### src/rtl/ofdm_pkg.sv
// ============================================================================
// ofdm_pkg : shared constants and state encodings for the OFDM result UART
// Revision : 1.0
// ============================================================================
`default_nettype none

package ofdm_pkg;

    localparam logic [7:0] FRAME_HDR      = 8'hA5;
    localparam logic [3:0] FRAME_LEN_BASE = 4'd14;

    typedef enum logic [1:0] {
        TX_IDLE  = 2'd0,
        TX_START = 2'd1,
        TX_DATA  = 2'd2,
        TX_STOP  = 2'd3
    } tx_state_e;

    typedef enum logic {
        FR_IDLE = 1'b0,
        FR_SEND = 1'b1
    } frame_state_e;

endpackage

`default_nettype wire

### src/rtl/uart_tx_byte.sv
// ============================================================================
// uart_tx_byte : 8N1 serialiser with a valid/ready byte handshake
// Revision     : 1.0
// ============================================================================
`default_nettype none

module uart_tx_byte
    import ofdm_pkg::*;
#(
    parameter int CLKS_PER_BIT = 234
) (
    input  logic       clk,
    input  logic       rst_n,
    input  logic       valid_i,
    input  logic [7:0] data_i,
    output logic       ready_o,
    output logic       txd_o
);

    localparam int              CW        = (CLKS_PER_BIT > 1) ? $clog2(CLKS_PER_BIT) : 1;
    localparam logic [CW-1:0]   BAUD_LAST = CW'(CLKS_PER_BIT - 1);

    tx_state_e     state_q, state_d;
    logic [CW-1:0] baud_q, baud_d;
    logic [2:0]    bit_q, bit_d;
    logic [7:0]    shreg_q, shreg_d;
    logic          txd_q, txd_d;
    logic          bit_end;

    assign bit_end = (baud_q == BAUD_LAST);

    always_ff @(posedge clk or negedge rst_n) begin
        if (!rst_n) begin
            state_q <= TX_IDLE;
            baud_q  <= '0;
            bit_q   <= '0;
            shreg_q <= '0;
            txd_q   <= 1'b1;
        end else begin
            state_q <= state_d;
            baud_q  <= baud_d;
            bit_q   <= bit_d;
            shreg_q <= shreg_d;
            txd_q   <= txd_d;
        end
    end

    always_comb begin
        state_d = state_q;
        baud_d  = (state_q == TX_IDLE || bit_end) ? '0 : baud_q + 1'b1;
        bit_d   = bit_q;
        shreg_d = shreg_q;
        txd_d   = txd_q;
        case (state_q)
            TX_IDLE: ;
            TX_START: if (bit_end) begin
                state_d = TX_DATA;
                txd_d   = shreg_q[0];
            end
            TX_DATA: if (bit_end) begin
                if (bit_q == 3'd7) begin
                    state_d = TX_STOP;
                    txd_d   = 1'b1;
                    bit_d   = '0;
                end else begin
                    bit_d   = bit_q + 3'd1;
                    shreg_d = shreg_q >> 1;
                    txd_d   = shreg_q[1];
                end
            end
            TX_STOP: if (bit_end) begin
                state_d = TX_IDLE;
                txd_d   = 1'b1;
            end
            default: state_d = TX_IDLE;
        endcase
        // A byte offered in the last stop-bit cycle starts with no idle gap
        if (valid_i && ready_o) begin
            state_d = TX_START;
            baud_d  = '0;
            bit_d   = '0;
            shreg_d = data_i;
            txd_d   = 1'b0;
        end
    end

    always_comb begin
        ready_o = (state_q == TX_IDLE) || (state_q == TX_STOP && bit_end);
        txd_o   = txd_q;
    end

endmodule

`default_nettype wire

### src/rtl/ofdm_result_uart.sv
// ============================================================================
// ofdm_result_uart : frames a demodulator result and sends it over UART 8N1.
// Optional checksum byte when OFDM_UART_CHECKSUM_EN is defined.
// Revision : 1.0
// ============================================================================
`default_nettype none

module ofdm_result_uart
    import ofdm_pkg::*;
#(
    parameter int CLKS_PER_BIT = 234
) (
    input  logic        clk,
    input  logic        rst_n,
    input  logic        finish,
    input  logic        success,
    input  logic [95:0] res,
    output logic        txd,
    output logic        busy,
    output logic        dropped
);

`ifdef OFDM_UART_CHECKSUM_EN
    localparam logic [3:0] FRAME_LEN = FRAME_LEN_BASE + 4'd1;
`else
    localparam logic [3:0] FRAME_LEN = FRAME_LEN_BASE;
`endif

    frame_state_e state_q, state_d;
    logic [3:0]   idx_q, idx_d;
    logic [95:0]  res_q, res_d;
    logic         success_q, success_d;
    logic         dropped_q, dropped_d;
    logic         tx_valid, tx_ready;
    logic [7:0]   tx_byte, frame_byte;

`ifdef OFDM_UART_CHECKSUM_EN
    logic [7:0] chk;
    always_comb begin
        chk = FRAME_HDR ^ {7'b0, success_q};
        for (int i = 0; i < 12; i++) chk = chk ^ res_q[8*i +: 8];
    end
`endif

    // idx_q names the next byte to hand to the serialiser
    always_comb begin
        frame_byte = FRAME_HDR;
        if (idx_q == 4'd1) frame_byte = {7'b0, success_q};
        for (int i = 0; i < 12; i++)
            if (idx_q == 4'(i + 2)) frame_byte = res_q[95-8*i -: 8];
`ifdef OFDM_UART_CHECKSUM_EN
        if (idx_q == FRAME_LEN_BASE) frame_byte = chk;
`endif
    end

    always_ff @(posedge clk or negedge rst_n) begin
        if (!rst_n) begin
            state_q   <= FR_IDLE;
            idx_q     <= '0;
            res_q     <= '0;
            success_q <= 1'b0;
            dropped_q <= 1'b0;
        end else begin
            state_q   <= state_d;
            idx_q     <= idx_d;
            res_q     <= res_d;
            success_q <= success_d;
            dropped_q <= dropped_d;
        end
    end

    always_comb begin
        state_d   = state_q;
        idx_d     = idx_q;
        res_d     = res_q;
        success_d = success_q;
        dropped_d = 1'b0;
        case (state_q)
            FR_IDLE: if (finish) begin
                state_d   = FR_SEND;
                idx_d     = 4'd1;
                res_d     = res;
                success_d = success;
            end
            FR_SEND: begin
                dropped_d = finish;
                if (tx_ready) begin
                    if (idx_q == FRAME_LEN) begin
                        state_d = FR_IDLE;
                        idx_d   = '0;
                    end else begin
                        idx_d   = idx_q + 4'd1;
                    end
                end
            end
            default: state_d = FR_IDLE;
        endcase
    end

    // Header goes out straight from the capture cycle to meet one-clock latency
    always_comb begin
        tx_valid = 1'b0;
        tx_byte  = frame_byte;
        case (state_q)
            FR_IDLE: begin
                tx_valid = finish;
                tx_byte  = FRAME_HDR;
            end
            FR_SEND: tx_valid = tx_ready && (idx_q != FRAME_LEN);
            default: tx_valid = 1'b0;
        endcase
        busy    = (state_q == FR_SEND);
        dropped = dropped_q;
    end

    uart_tx_byte #(
        .CLKS_PER_BIT(CLKS_PER_BIT)
    ) u_tx (
        .clk    (clk),
        .rst_n  (rst_n),
        .valid_i(tx_valid),
        .data_i (tx_byte),
        .ready_o(tx_ready),
        .txd_o  (txd)
    );

endmodule

`default_nettype wire

### config.mk
export PLATFORM = sky130hd
export DESIGN_NAME = ofdm_result_uart
export DESIGN_NICKNAME = d
export VERILOG_FILES = /design/src/rtl/ofdm_pkg.sv /design/src/rtl/uart_tx_byte.sv /design/src/rtl/ofdm_result_uart.sv
export SDC_FILE = /design/constraint.sdc
export NUM_CORES = 1
export LEC_CHECK = 0
export ABC_AREA = 1
export ABC_CLOCK_PERIOD_IN_PS = 2800
export BUFFER_PORTS_ARGS = -buffer_cell sky130_fd_sc_hd__buf_4
export CAP_MARGIN = 5
export CORE_MARGIN = 2
export CORE_UTILIZATION = 55
export CTS_CLUSTER_DIAMETER = 120
export DETAILED_ROUTE_END_ITERATION = 8
export PLACE_DENSITY = 0.81
export SLEW_MARGIN = 10
export SYNTH_ARGS = -nofsm -noshare
export SYNTH_HDL_FRONTEND = slang
export SYNTH_HIERARCHICAL = 1
export SYNTH_SLANG_ARGS = --single-unit
### constraint.sdc
create_clock -name clk -period 2.8 [get_ports clk]
set_input_delay 0.7 -clock clk [delete_from_list [all_inputs] [get_ports clk]]
set_output_delay 0.7 -clock clk [all_outputs]
set_load 0.005 [all_outputs]
==> impl_metrics.py, run 1 <==
metrics = {
    "cells_and_area": {
        "multi_input_area_um2": 2540,
        "nets": 1001,
        "fin_cells": 1050,
        "antennaDiodeCount": 0,
        "mostFrequentLayoutCell": "nand2_1",
        "fillCellCount": 842,
        "synthToLayoutAreaGrowth_pct": 25.7,
        "ff_latch_area_um2": 3130,
        "layout_common_cells": "375 x nand2_1, 124 x dfrtp_1, 108 x buf_4",
        "drive_gt1_frac": 0.202,
    },
    "floorplanning": {
        "chipWidth_um": 109,
        "rows": 38,
        "core_area_um2": 10800,
        "initial_core_util": 0.562,
        "die_y_um": 109,
        "ios": 103,
        "die_area_um2": 11900,
    },
    "clock_network": {
        "h-tree-depth": 4,
        "clk_path_buf_depth": 2,
        "cts_buffers": 17,
        "clk_latency_ps": 520,
        "path_clk_slew_ps": 60,
        "cts_tree": "done",
        "cts_resized": 0,
        "cts.sink_count": 125,
        "cts.hold.buffers_added": 0,
        "cts_setup_buffers": 0,
        "cts_root_buffer": "clkbuf_8",
    },
    "pwr": {
        "max-vdd-ir-drop_uv": 708,
        "p_leak_nw": 3.93,
        "p_total_w": 0.00499,
        "p_per_area_nw_per_um2": 654,
    },
    "yosys": {
        "ys_async_sr_fraction": 1.00,
        "synthesis.area_um2": 6070,
        "synth_flop_cell": "dfrtp_1",
        "yosysWarnings": 6,
        "synth_edf_count": 0,
        "synth_area_per_cell_um2": 7.64,
        "ys_seq_area_frac": 0.516,
        "ys_types": 36,
        "synth_cells": 794,
        "ys_seq_elements": 125,
        "synth_nets": 898,
    },
    "drt": {
        "routedWlPerCell_um": 13.8,
        "drt_iter0_markers": 409,
        "vias": 5348,
        "wl_um": 14500,
        "drc_errors": 0,
        "ant_nets": 0,
        "via_per_inst": 5.09,
        "drtPass1Iterations": 5,
    },
    "place": {
        "dp_hpwl_um": 10300,
        "place.gp.congestion": 0.893,
        "portBuffers": 102,
        "dp.cells": 1018,
    },
    "global_routing": {
        "antenna_found_initial": 0,
        "grt_pass1_wl_um": 24500,
        "overflow": 0,
        "grtUsageTotal": 0.272,
        "grt_pass1_vias": 5208,
        "grt_max_degree": 126,
    },
    "sta": {
        "max_freq_mhz": 472,
        "max_slew_margin": 0.543,
        "rsz0062_at_grt": "no",
        "fin_crit_ps": 2120,
        "fin_crit_sh": 0.757,
        "drv_slew": 0,
        "worst_pin_slew_ps": 686,
        "finalHoldViolations": 0,
        "finClkSkew_ps": 11.8,
        "setup_viol": 0,
        "fin_tns_setup_ps": 0,
        "hold_slack_ps": 228,
    },
    "run": {
        "maxCapViolCount": 0,
    },
    "outcome": {
        "status": "finished clean",
    },
    "hold_path": {
        "hp-class": "in2async",
    },
    "setup_path": {
        "arrival_ps": 2540,
        "cp-end-kind": "flip-flop",
        "start_kind": "flip-flop",
        "worstPathRequired_ps": 3220,
        "worstPathMaxFanout": 11,
        "path_class": "reg2reg",
    },
}
[Yosys cell counts (5+ instances only)]
cell type,n,area (um^2)
nand2_2,7,43.8
dfrtp_1,124,3100
a21oi_1,19,95.1
nor2_2,9,56.3
o21ai_0,35,175
nor2_1,37,139
inv_2,11,41.3
nand4_1,15,93.8
nand3_1,26,130
inv_1,63,236
clkbuf_1,14,52.6
nand2_1,375,1410
buf_2,10,50.1
o21ai_1,5,25.0
[flip-flops by register name, summed over array words and instances (netlist names)]
signal	count
u_tx/baud_q	8
res_q	96
busy	1
u_tx/bit_q	3
idx_q	4
success_q	1
u_tx/state_q	2
dropped	1
u_tx/shreg_q	8
u_tx/txd_o	1
[path summary, 6_finish.rpt]
check	cells past startpoint	slack, ps	from	end
max in group asynchronous	2	1780	rst_n	res_q[79]
worst max-delay path	15	680	u_tx/baud_q[1]	u_tx/shreg_q[2]
worst min-delay path	1	230	rst_n	res_q[93]
min in group clk	3	380	res[42]	res_q[42]
worst min register to register	2	470	res_q[47]	res_q[47]
worst max register to register	15	680	u_tx/baud_q[1]	u_tx/shreg_q[2]
[per-layer routing]
layer | wire, um | up-vias | track usage
met5 | 0 | - | 0
met4 | 145 | 0 | 0.0723
met3 | 721 | 13 | 0.0663
met2 | 7190 | 139 | 0.443
met1 | 6490 | 2531 | 0.365
li1 | - | 2665 | -
[cell families after synthesis]
kind of cell	Yosys count	share of synthesized area
AO/OA/AOI/OAI	69	0.0600
XOR/XNOR	2	0.00289
adder cells (fa/ha/maj)	4	0.00825
buffers and inverters	101	0.0672
flip-flops	125	0.516
AND/OR/NAND/NOR	493	0.346
[layout make-up]
type,count,share of cell area
sequential,125,0.410
tap,140,0.0230
multi-input combinational,568,0.333
clock buffer,19,0.0579
inverter,75,0.0371
clock inverter,13,0.0277
timing repair buffer,110,0.112
[worst max-delay path, stage by stage (launching register included)]
cell     delay [ps]
dfrtp_1         390
inv_1            70
ha_1            140
nand2_1          90
nor2_4          160
nand3_4          90
nand2_4          90
nand2_1         100
inv_1           150
nand2_1         100
nand2_1         150
nand2_4         140
inv_2           170
nand2_1          80
nand2_1          70
inv_1            30
[power by group]
group	leakage, nW	switching (W)	internal (W)
sequential	1.51	0.0000987	0.00200
combinational	2.10	0.000271	0.000212
clock	0.319	0.000823	0.00159
[per-stage QoR]
stage / setup WS (ps) / instance area (um^2) / util
floorplan: 935 / 6070 / -
global placement: 762 / 6970 / 0.646
detailed placement: 701 / 6970 / 0.646
CTS: 705 / 7630 / 0.707
global route: 432 / 7630 / 0.707
finish: 680 / 7630 / 0.707
(Power assumes the default switching activity.)
==> inputs of run 2 (changes only) <==
ABC_CLOCK_PERIOD_IN_PS = 2100   (was 2800)
clock period = 2.1 ns   (was 2.8 ns; I/O delays follow)
==> impl_metrics.py, run 2 (synthesized netlist as in run 1, its figures left out) <==
metrics = {
    "outcome": {
        "status": "finished clean",
    },
    "clock_network": {
        "cts_tree": "done",
        "cts.sink_count": 125,
        "cts_root_buffer": "clkbuf_8",
        "h-tree-depth": 4,
        "cts_buffers": 17,
        "path_clk_slew_ps": 60,
        "clk_path_buf_depth": 2,
        "clk_latency_ps": 540,
    },
    "drt": {
        "drc_errors": 0,
        "drt_iter0_markers": 422,
        "routedWlPerCell_um": 14.2,
        "wl_um": 15100,
        "via_per_inst": 5.20,
        "vias": 5516,
        "ant_nets": 0,
        "drtPass1Iterations": 6,
    },
    "place": {
        "place.gp.congestion": 0.869,
        "portBuffers": 102,
        "dp_hpwl_um": 10500,
        "dp.cells": 1022,
    },
    "cells_and_area": {
        "mostFrequentLayoutCell": "nand2_1",
        "fin_cells": 1060,
        "layout_common_cells": "370 x nand2_1, 124 x dfrtp_1, 116 x buf_4",
        "antennaDiodeCount": 0,
        "largest_register_ffs": 96,
        "drive_gt1_frac": 0.215,
        "fin_util": 0.714,
        "synthToLayoutAreaGrowth_pct": 26.9,
        "nets": 1011,
        "largest-register": "res_q",
        "largestRegisters": "res_q: 96 flops, u_tx/baud_q: 8 flops, u_tx/shreg_q: 8 flops",
    },
    "setup_path": {
        "worstPathMaxFanout": 11,
        "path_class": "reg2reg",
        "start_kind": "flip-flop",
        "cp-end-kind": "flip-flop",
        "worstPathRequired_ps": 2530,
        "arrival_ps": 2440,
    },
    "sta": {
        "finClkSkew_ps": 7.15,
        "max_freq_mhz": 496,
        "fin_tns_setup_ps": 0,
        "fin_crit_ps": 2020,
        "fin_crit_sh": 0.960,
        "drv_slew": 0,
        "worst_pin_slew_ps": 531,
        "max_slew_margin": 0.646,
        "setup_viol": 0,
        "finalHoldViolations": 0,
    },
    "floorplanning": {
        "core_area_um2": 10800,
        "chipWidth_um": 109,
        "rows": 38,
        "die_area_um2": 11900,
        "die_y_um": 109,
        "initial_core_util": 0.562,
        "ios": 103,
    },
    "hold_path": {
        "hp-class": "in2reg",
    },
    "global_routing": {
        "grtUsageTotal": 0.272,
        "grt_pass1_wl_um": 24400,
        "grt_pass1_vias": 5239,
        "grt_max_degree": 126,
        "overflow": 0,
        "antenna_found_initial": 0,
    },
    "pwr": {
        "p_total_w": 0.00642,
        "p_per_area_nw_per_um2": 834,
        "p_leak_nw": 3.94,
        "max-vdd-ir-drop_uv": 661,
    },
    "run": {
        "maxCapViolCount": 0,
    },
}
-- run 2: final cells by class --
type	count	area [um^2]
multi-input cells	568	2570
fillers	853	3090
flip-flops and latches	125	3130
well taps	140	175
clock buffers	20	425
inverters	75	285
clock inverters	12	170
repair buffers	120	941
-- run 2: worst max-delay path: stages, from the launching register on --
cell	delay (ps)
dfrtp_1	400
inv_1	70
ha_1	160
nand2_2	80
nor2_4	180
nand3_4	100
nand2_4	120
nand2_2	90
inv_2	120
nand2_2	80
nand2_4	120
nand2_8	100
inv_4	110
nand2_1	60
nand2_1	70
inv_1	40
-- run 2: path summary, 6_finish.rpt --
check | from | to | slack, ps | cells past startpoint
min in group asynchronous | rst_n | res_q[89] | 490 | 2
setup reg to reg | u_tx/baud_q[1] | u_tx/shreg_q[2] | 80 | 15
setup / recovery | u_tx/baud_q[1] | u_tx/shreg_q[2] | 80 | 15
hold / removal | res[53] | res_q[53] | 190 | 3
max in group asynchronous | rst_n | u_tx/txd_o | 990 | 3
hold reg to reg | res_q[50] | res_q[50] | 470 | 2
-- run 2: through the flow --
step | worst slack, ps | instance area, um^2 | hold WS [ps]
2_1_floorplan | 312 | 6070 | 229
6_report | 84.5 | 7700 | 187
3_3_place_gp | 131 | 7020 | 453
3_5_place_dp | 9.13 | 7020 | 458
4_1_cts | 18.6 | 7620 | 183
5_1_grt | -39.6 | 7700 | 188
-- run 2: report_power, final --
group | switching (W) | internal, W | total, W
Clock | 0.00105 | 0.00192 | 0.00297
Combinational | 0.000361 | 0.000290 | 0.000651
Sequential | 0.000139 | 0.00266 | 0.00280
-- run 2: what timing repair did --
action,in CTS,in global routing
pin swaps,0,3
hold buffers,1,0
endpoints found under the hold margin,30,0
endpoints found under the setup margin,2,14
buffers inserted,0,5
gates resized for setup,1,12
-- run 2: layer usage --
| layer | up-vias | routed length, um | track usage |
|---|---|---|---|
| li1 | 2694 | - | - |
| met1 | 2610 | 6410 | 0.350 |
| met2 | 183 | 7480 | 0.446 |
| met3 | 29 | 829 | 0.0586 |
| met4 | 0 | 338 | 0.115 |
| met5 | - | 0 | 0 |
